**config.mk**
```make
export PLATFORM = sky130hd
export DESIGN_NAME = axi_tx_response_gen
export DESIGN_NICKNAME = d
export VERILOG_FILES = /design/src/rtl/axi_cmd_pkg.sv /design/src/rtl/axis_out_reg.sv /design/src/rtl/axi_tx_response_gen.sv
export SDC_FILE = /design/constraint.sdc
export NUM_CORES = 1
export LEC_CHECK = 0
export CORE_MARGIN = 5
export CORE_UTILIZATION = 50
export CTS_BUF_LIST = sky130_fd_sc_hd__clkbuf_4 sky130_fd_sc_hd__clkbuf_8
export DETAILED_ROUTE_END_ITERATION = 6
export GPL_TIMING_DRIVEN = 0
export PLACE_DENSITY_LB_ADDON = 0.1
export RECOVER_POWER = 25
export SETUP_SLACK_MARGIN = 0.2
export SLEW_MARGIN = 10
export SYNTH_ARGS = -nofsm -noshare
export SYNTH_HDL_FRONTEND = slang
export SYNTH_SLANG_ARGS = --single-unit
```
**constraint.sdc**
```tcl
create_clock -name axi_tclk -period 2.8 [get_ports axi_tclk]
set_input_delay 0.7 -clock axi_tclk [delete_from_list [all_inputs] [get_ports axi_tclk]]
set_output_delay 0.7 -clock axi_tclk [all_outputs]
set_load 0.005 [all_outputs]
```
**src/rtl/axi_cmd_pkg.sv**
```systemverilog
// Shared definitions for the host-link command decoder and response generator:
// command/response code words, tdest source encodings and the TX framer state set.
package axi_cmd_pkg;

  // Command code words seen by the rx decoder (ASCII in the 32-bit word)
  localparam logic [31:0] CMD_WWCC = 32'h5757_4343;
  localparam logic [31:0] CMD_WWFF = 32'h5757_4646;
  localparam logic [31:0] CMD_RRCC = 32'h5252_4343;
  localparam logic [31:0] CMD_RRFF = 32'h5252_4646;
  localparam logic [31:0] CMD_WWDA = 32'h5757_4441;

  // Response code words placed at the head of every transmitted frame
  localparam logic [31:0] RSP_AACC = 32'h4141_4343;
  localparam logic [31:0] RSP_AAFF = 32'h4141_4646;
  localparam logic [31:0] RSP_DDCC = 32'h4444_4343;
  localparam logic [31:0] RSP_DDFF = 32'h4444_4646;

  // Response sources carried on tdest
  localparam logic [3:0] DEST_CHIRP_WACK = 4'd0;
  localparam logic [3:0] DEST_FMC_WACK   = 4'd1;
  localparam logic [3:0] DEST_CHIRP_RD   = 4'd2;
  localparam logic [3:0] DEST_FMC_RD     = 4'd3;

  typedef enum logic [2:0] {
    ST_IDLE,
    ST_HEADER,
    ST_ID,
    ST_PAYLOAD,
    ST_DROP,
    ST_GAP
  } tx_state_t;

  // Map a response source to its header code word; unknown sources never reach HEADER
  function automatic logic [31:0] rsp_code(input logic [3:0] dest);
    logic [31:0] code;
    case (dest)
      DEST_CHIRP_WACK: code = RSP_AACC;
      DEST_FMC_WACK:   code = RSP_AAFF;
      DEST_CHIRP_RD:   code = RSP_DDCC;
      DEST_FMC_RD:     code = RSP_DDFF;
      default:         code = 32'h0000_0000;
    endcase
    return code;
  endfunction

  // Increment that sticks at all-ones instead of wrapping
  function automatic logic [15:0] sat_inc16(input logic [15:0] value);
    return (value == 16'hFFFF) ? value : value + 16'd1;
  endfunction

endpackage

```
**src/rtl/axis_out_reg.sv**
```systemverilog
// Single-entry AXI-Stream register slice. A word is loaded only when the slot
// is empty or is being taken this cycle; otherwise the held word stays stable.
module axis_out_reg
  import axi_cmd_pkg::*;
(
  input  logic        axi_tclk,
  input  logic        axi_tresetn,
  input  logic        load,
  input  logic [31:0] load_data,
  input  logic        load_last,
  input  logic        tready,
  output logic [31:0] tdata,
  output logic        tvalid,
  output logic        tlast,
  output logic        can_load
);

  assign can_load = !tvalid | tready;

  // Hold the word until accepted; refill or empty the slot on acceptance
  always_ff @(posedge axi_tclk or negedge axi_tresetn) begin
    if (!axi_tresetn) begin
      tdata  <= 32'h0000_0000;
      tvalid <= 1'b0;
      tlast  <= 1'b0;
    end else if (load & can_load) begin
      tdata  <= load_data;
      tvalid <= 1'b1;
      tlast  <= load_last;
    end else if (tready) begin
      tvalid <= 1'b0;
      tlast  <= 1'b0;
    end
  end

endmodule

```
**src/rtl/axi_tx_response_gen.sv**
```systemverilog
// Frames tagged register-block responses for the host link as
// response code, command ID, payload. Enforces a payload length cap
// (truncating over-long frames) and a fixed idle gap after each frame.
module axi_tx_response_gen
  import axi_cmd_pkg::*;
#(
  parameter int MAX_PAYLOAD = 64,
  parameter int IFG_CYCLES  = 24
) (
  input  logic        axi_tclk,
  input  logic        axi_tresetn,
  input  logic        enable_tx_encode,
  input  logic [31:0] rsp_axis_tdata,
  input  logic        rsp_axis_tvalid,
  input  logic        rsp_axis_tlast,
  input  logic [3:0]  rsp_axis_tdest,
  input  logic [31:0] rsp_axis_tuser,
  output logic        rsp_axis_tready,
  output logic [31:0] tdata,
  output logic        tvalid,
  output logic        tlast,
  input  logic        tready,
  output logic [15:0] err_count,
  output logic        busy
);

  localparam logic [7:0] LAST_BEAT_IDX = 8'(MAX_PAYLOAD - 1);
  localparam logic [4:0] GAP_INIT      = 5'(IFG_CYCLES);

  tx_state_t   state;
  logic [3:0]  cap_dest;
  logic [31:0] cap_user;
  logic [7:0]  beat_cnt;
  logic [4:0]  gap_cnt;
  logic        drop_from_idle;

  logic        out_load;
  logic [31:0] out_data;
  logic        out_last;
  logic        out_can_load;

  // A payload beat is taken only in lockstep with loading it into the output slot
  assign rsp_axis_tready = ((state == ST_PAYLOAD) & out_can_load) | (state == ST_DROP);

  // Select the word offered to the output slot in each framing state
  always_comb begin
    out_load = 1'b0;
    out_data = 32'h0000_0000;
    out_last = 1'b0;
    case (state)
      ST_HEADER: begin
        out_load = out_can_load;
        out_data = rsp_code(cap_dest);
      end
      ST_ID: begin
        out_load = out_can_load;
        out_data = cap_user;
      end
      ST_PAYLOAD: begin
        out_load = out_can_load & rsp_axis_tvalid;
        out_data = rsp_axis_tdata;
        out_last = rsp_axis_tlast | (beat_cnt == LAST_BEAT_IDX);
      end
      default: begin
        out_load = 1'b0;
      end
    endcase
  end

  // Framing state machine with error counting and inter-frame gap timing
  always_ff @(posedge axi_tclk or negedge axi_tresetn) begin
    if (!axi_tresetn) begin
      state          <= ST_IDLE;
      cap_dest       <= 4'd0;
      cap_user       <= 32'h0000_0000;
      beat_cnt       <= 8'd0;
      gap_cnt        <= 5'd0;
      drop_from_idle <= 1'b0;
      err_count      <= 16'd0;
      busy           <= 1'b0;
    end else begin
      case (state)
        ST_IDLE: begin
          if (enable_tx_encode & rsp_axis_tvalid) begin
            cap_dest <= rsp_axis_tdest;
            cap_user <= rsp_axis_tuser;
            busy     <= 1'b1;
            if (rsp_axis_tdest <= DEST_FMC_RD) begin
              state <= ST_HEADER;
            end else begin
              state          <= ST_DROP;
              drop_from_idle <= 1'b1;
              err_count      <= sat_inc16(err_count);
            end
          end
        end
        ST_HEADER: begin
          if (out_can_load) state <= ST_ID;
        end
        ST_ID: begin
          if (out_can_load) begin
            state    <= ST_PAYLOAD;
            beat_cnt <= 8'd0;
          end
        end
        ST_PAYLOAD: begin
          if (out_load) begin
            beat_cnt <= beat_cnt + 8'd1;
            if (rsp_axis_tlast) begin
              state   <= ST_GAP;
              gap_cnt <= GAP_INIT;
            end else if (beat_cnt == LAST_BEAT_IDX) begin
              state          <= ST_DROP;
              drop_from_idle <= 1'b0;
              err_count      <= sat_inc16(err_count);
            end
          end
        end
        ST_DROP: begin
          if (rsp_axis_tvalid & rsp_axis_tlast) begin
            if (drop_from_idle) begin
              state <= ST_IDLE;
              busy  <= 1'b0;
            end else begin
              state   <= ST_GAP;
              gap_cnt <= GAP_INIT;
            end
          end
        end
        ST_GAP: begin
          if (gap_cnt == 5'd0) begin
            state <= ST_IDLE;
            busy  <= 1'b0;
          end else begin
            gap_cnt <= gap_cnt - 5'd1;
          end
        end
        default: begin
          state <= ST_IDLE;
          busy  <= 1'b0;
        end
      endcase
    end
  end

  axis_out_reg u_out_reg (
    .axi_tclk    (axi_tclk),
    .axi_tresetn (axi_tresetn),
    .load        (out_load),
    .load_data   (out_data),
    .load_last   (out_last),
    .tready      (tready),
    .tdata       (tdata),
    .tvalid      (tvalid),
    .tlast       (tlast),
    .can_load    (out_can_load)
  );

endmodule

```
* Word-level counts from Yosys, hierarchy flattened
Index checks and enable logic that the tools add are counted.
** Word-level totals
- Output and inout port bits :: 52
- Memory bits (writable) :: 0
- Memories :: 0
- Bits in read-only memories :: 0
- Register bits :: 104
- Bits of input ports :: 74
- Bits in latches :: 0
- Word-level logic and storage cells :: 109
** Cells by class
- $mul :: 0
- Bitwise logic cells :: 9
- Reductions and logical operators :: 16
- Equal/unequal tests :: 24
- Add/subtract/negate cells :: 3
- Div/mod/pow operators :: 0
- Mux-type cells :: 45
- Shifts and indexed selects :: 0
- $lt $le $gt $ge :: 1
** Operators with widths (count)
- $pmux 31 s4 :: 1
- $mux 16 :: 6
- $pmux 32 s3 :: 1
- $pmux 16 s2 :: 1
- $mux 3 :: 10
- $mux 5 :: 5
- $ne 2x2->1 const B :: 10
- $pmux 3 s6 :: 1
- $add 16x1->16 const B :: 1
- $eq 16x16->1 const B :: 1
- $mux 8 :: 2
- $pmux 8 s2 :: 1
- $pmux 5 s3 :: 1
- $mux 1 :: 13
- $reduce_and 6->1 :: 2
- $add 8x1->8 const B :: 1
- $eq 4x2->1 const B :: 2
- $eq 8x6->1 const B :: 1
- $reduce_and 7->1 :: 1
- $eq 3x2->1 const B :: 2
- $eq 3x3->1 const B :: 2
- $ne 2x1->1 const B :: 3
- $reduce_bool 2->1 :: 3
- $and 1x1->1 :: 5
- other kinds (19) :: 22

* Longest topological paths before layout
- Depth after elaboration :: 6
- Gate-level depth with buffers :: 7
- Depth with buffers taken out :: 7

* Modules after synthesis
Synthesis repeated with hierarchy kept, for this count alone.
** Unflattened totals
- Cells, all modules :: 394
- Area, all modules :: 5062.4 um^2
** By module, submodules not included
- axi_tx_response_gen :: instances 1, cells each 318, seq. area each 1751.7 um^2, area each 3623.5 um^2
- axis_out_reg :: instances 1, cells each 76, seq. area each 850.8 um^2, area each 1438.9 um^2

* Worst setup path before layout
Ideal clock, no wire load.
- Path kind :: input port to flip-flop
- Start :: input port tready
- End :: register err_count[10]
- Data required time :: 2673 ps
- Stages on the path :: 6
- Slack :: 502 ps
- Arrival time :: 2170 ps
- Buffers on the path :: 1
- Cell sequence :: nor2b_1 > buf_6 > or4b_4 > a211oi_4 > nand4_1 > mux2_1
** Between the ends
- Cells in the longest elaborated chain, start to end :: 5
** RTL lines
- from (decl) :: line axi_tx_response_gen.sv:22 : input logic tready,
- $or 1x1->1 * :: line axis_out_reg.sv:18 : assign can_load = !tvalid | tready;
- $and 1x1->1 :: line axi_tx_response_gen.sv:60 : out_load = out_can_load & rsp_axis_tvalid;
- $pmux 1 s2 * :: line axi_tx_response_gen.sv:50 : case (state)
- $ne 2x1->1 (no source line) *
- $reduce_and 6->1 (no source line) *
- to (signal assigned) :: line axi_tx_response_gen.sv:93 : err_count <= sat_inc16(err_count);
- to (signal assigned) :: line axi_tx_response_gen.sv:115 : err_count <= sat_inc16(err_count);
- to (decl) :: line axi_tx_response_gen.sv:23 : output logic [15:0] err_count,
Mark *: on every way between the ends. The rest lies on a longest branch, timed or not.
A chain may end at the register's enable or synchronous reset.

* Worst setup path in the final report
- Start :: input port tready
- End :: output port rsp_axis_tready
** Between the ends
- Cells in the longest elaborated chain, start to end :: 3
** RTL lines
- $or 1x1->1 :: line axis_out_reg.sv:18
- $and 1x1->1 :: line axi_tx_response_gen.sv:43 : assign rsp_axis_tready = ((state == ST_PAYLOAD) & out_can_load) | (state == ST_DROP);
- $or 1x1->1 :: line axi_tx_response_gen.sv:43
- to (decl) :: line axi_tx_response_gen.sv:18 : output logic rsp_axis_tready,
Every way passes these cells.

==> impl_results.md <==
- Status: finished with violations
- Failing checks: max-capacitance violations, max-slew violations
- Post-synth top area share: 54.64%
- Drt initial violations: 208
- Worst Hold Margin: 0.4963 ns
- Layout area overhead: 34.62%
- WL final: 12300 microns
- Max incr delay on CP: 0.51 ns
- Sequential area share after synthesis: 54.64%
- Leak: 2.682 nW
- Total Nets Final: 640
- R2r endpoint: gap_cnt[4]
- # DRC: 0
- Top cell family by delay on the critical path: buffers and inverters
- Cell Pwr Density: 940.3 nW/um^2
- Cells after Synth: 425
- H-tree depth: 3
- Final setup viols: 0
- Hold WC Path Type: flop to flop
- Post-synth EDFFs: 0
- Top post-synthesis cells by area: dfrtp_1, mux2_2, a221oi_1, nor2_1, xnor2_1
- Drt pass-1 iters: 4
- TritonCTS Buffers: 9
- Routed vias/inst: 5.727
- Die height: 107.6 microns
- Vias post-DR: 3992
- Fin. Hold Viols: 0
- Final ANT Viol Nets: 0
- Fraction of final layout cells sized beyond drive strength 1: 13.56%
- Highest Clock Rate: 0.3968 GHz
- Vias in the first global route: 4085
- RSZ-0062 raised after global routing: no
- CP cell instances: clkdlybuf4s50_1 > nor2b_1 > buf_6 > o31ai_2 > clkdlybuf4s15_1
- CTS tree: done
- CTS clk-pin slew, worst paths: 0.10 ns
- Min-Delay Endpoint: err_count[8]
- Clock Path Buffers: 2
- Register area: 2604 sq um
- Antenna Diode Count: 0
- Ports: 126
- Root buf cell: clkbuf_8
- DR WL/cell: 17.65 microns
- Worst path buffer plus inverter count: 3
- Setup CP Type: input pin to primary output
- Reg-to-Reg Start: state[0]
- Count leader, synth: dfrtp_1
- Slew Limit Fails: 37
- Tcrit/Tclk final: 90.00%
- Mapped Area: 4763 sq um
- Multi-input gate area: 2037 sq um
- Synthesized flop and latch total: 104
- Slew @ Worst Pin: 2.064 ns
- Initial Utilization: 51.31%
- Critical-path top delay cell: clkdlybuf4s50_1
- Crit. End Element: primary output
- Worst VDD drop: 489.9 uV
- Die area: 11580 sq um
- Synth cell count leaders: dfrtp_1, nor2_1, mux2_2, a221oi_1, a21oi_1
- WP data required: 2.10 ns
- Hold Crit Start: err_count[8]
- Clk_lat worst skew: 0.36 ns
- Die Wd: 107.6 microns
- Fill cell total of the finished layout: 741
- Path depth of the worst reg2reg path: 7
- Sink Count: 104
- GRT Resource Usage Total: 21.60%
- Post-synth ARST share: 100.0%
- Core ar.: 9284 sq um
- Max-cap violations: 1
- Tot Pwr: 6.030 mW
- Startpoint Class: input pin
- Arrival time worst endpoint: 1.82 ns
- First-pass GRT wire length: 19990 microns
- Total gr overflow: 0
- Initial antenna violation count: 0
- Post-synth top flop: dfrtp_1
- R2R setup slack: 0.49 ns
- Max_slew headroom: -37.58%
- Synth cell types: 52
- Synth area leader: dfrtp_1
- RD Place Congestion: 0.8574
- Skew final: 0.01989 ns
- Crit Path Max Fanout: 8
- Synthesized net count: 502
- HPWL Detailed: 9044 microns
- Hold depth: 1
- Minimum clock period: 2.520 ns
- Synth warn: 0
- Largest net degree at the start of global routing: 69
- Syn_area_per_cell: 11.21 sq um
- I/O Buffers: 125
- Rows: 35
state kept, by name, summed over array words and instances (netlist names), 3 cells and up:
| register | cells |
|---|---|
| beat_cnt | 8 |
| cap_dest | 4 |
| cap_user | 32 |
| err_count | 16 |
| gap_cnt | 5 |
| state | 3 |
| u_out_reg.tdata | 32 |
cells in the final DEF (no fill, tap or decap), types with 2 or more instances in the layout:
cell type          n
a21oi_1           20
a221oi_1          28
a222oi_1           4
a22o_1             2
a32o_1             2
and2_1             2
and3_1            16
and3b_1            2
buf_2              5
buf_6              2
clkbuf_1          12
clkbuf_2           7
clkbuf_8          10
clkdlybuf4s50_1  123
dfrtp_1          103
ha_1               3
inv_1              6
inv_6              2
mux2_1             3
mux2_2            37
mux2i_1            2
nand2_1           10
nand2b_1           5
nand3_1           14
nand3b_1           3
nand4_1            7
nor2_1            64
nor2b_1            6
nor3_1             5
nor3b_1            2
nor4b_1            2
o21ai_0            7
o22a_1             2
xnor2_1           13
xor2_1             6
final cells by class:
| type | instances | area share (%) |
|---|---|---|
| multi-input cells | 290 | 31.77 |
| well taps | 129 | 2.517 |
| repair buffers | 127 | 19.96 |
| clock inverters | 5 | 0.6049 |
| clock buffers | 11 | 2.263 |
| flip-flops and latches | 104 | 40.60 |
| plain buffers | 25 | 1.932 |
| inverters | 6 | 0.3512 |
worst max path at each step:
stage               depth (start not counted)            start             endpoint  slack, ns
floorplan                                   6           tready        err_count[10]       0.50
global route                                8  rsp_axis_tvalid  u_out_reg.tdata[23]       0.21
finish                                      5           tready      rsp_axis_tready       0.28
global placement                            1      axi_tresetn         cap_user[31]      -2.88
detailed placement                          6  rsp_axis_tvalid          cap_user[9]      -0.34
CTS                                         5           tready      rsp_axis_tready       0.18
through the flow:
step                worst slack [ns]  util (%)  area (sq um)  TNS (ns)  instances
floorplan                     0.5023         -          4763         0        425
global placement              -2.881     66.52          6176   -316.15        679
detailed placement           -0.3417     66.83          6205    -18.95        680
CTS                           0.1831     68.85          6392         0        696
global route                  0.2120     69.07          6412         0        697
finish                        0.2800     69.07          6412         0        697
layer usage:
| layer | track usage, % | part of all wire [%] | vias to the layer above |
|---|---|---|---|
| met4 | 7.394 | 2.4 | 0 |
| met3 | 5.819 | 7.8 | 29 |
| met1 | 28.55 | 41 | 1984 |
| met5 | 0 | 0 | - |
| li1 | - | - | 1828 |
| met2 | 34.41 | 49 | 151 |
where the power goes:
part           leakage, nW  switching (mW)  internal [mW]
combinational         1.31            1.22           1.40
clock               0.0937           0.518          0.365
sequential            1.28           0.402           2.13
total                 2.68            2.14           3.89
cell families (layout without fill, tap and decap cells):
group | count (synthesis) | in the layout | synth area share [%]
AND/OR/NAND/NOR | 146 | 146 | 15.52
flip-flops | 104 | 104 | 54.64
multiplexers | 42 | 42 | 9.877
buffers and inverters | 31 | 174 | 2.863
XOR/XNOR | 19 | 19 | 3.494
AO/OA/AOI/OAI | 80 | 80 | 12.82
adder cells (fa/ha/maj) | 3 | 3 | 0.7881
what timing repair did:
item                       in CTS  in global routing
resized for setup               4                 17
hold endpoints to repair        0                  0
hold buffers                    0                  0
pin swaps                       0                  1
buffers inserted                0                  1
setup endpoints to repair      60                 66
No activity file was read; power rests on OpenSTA's default activity.
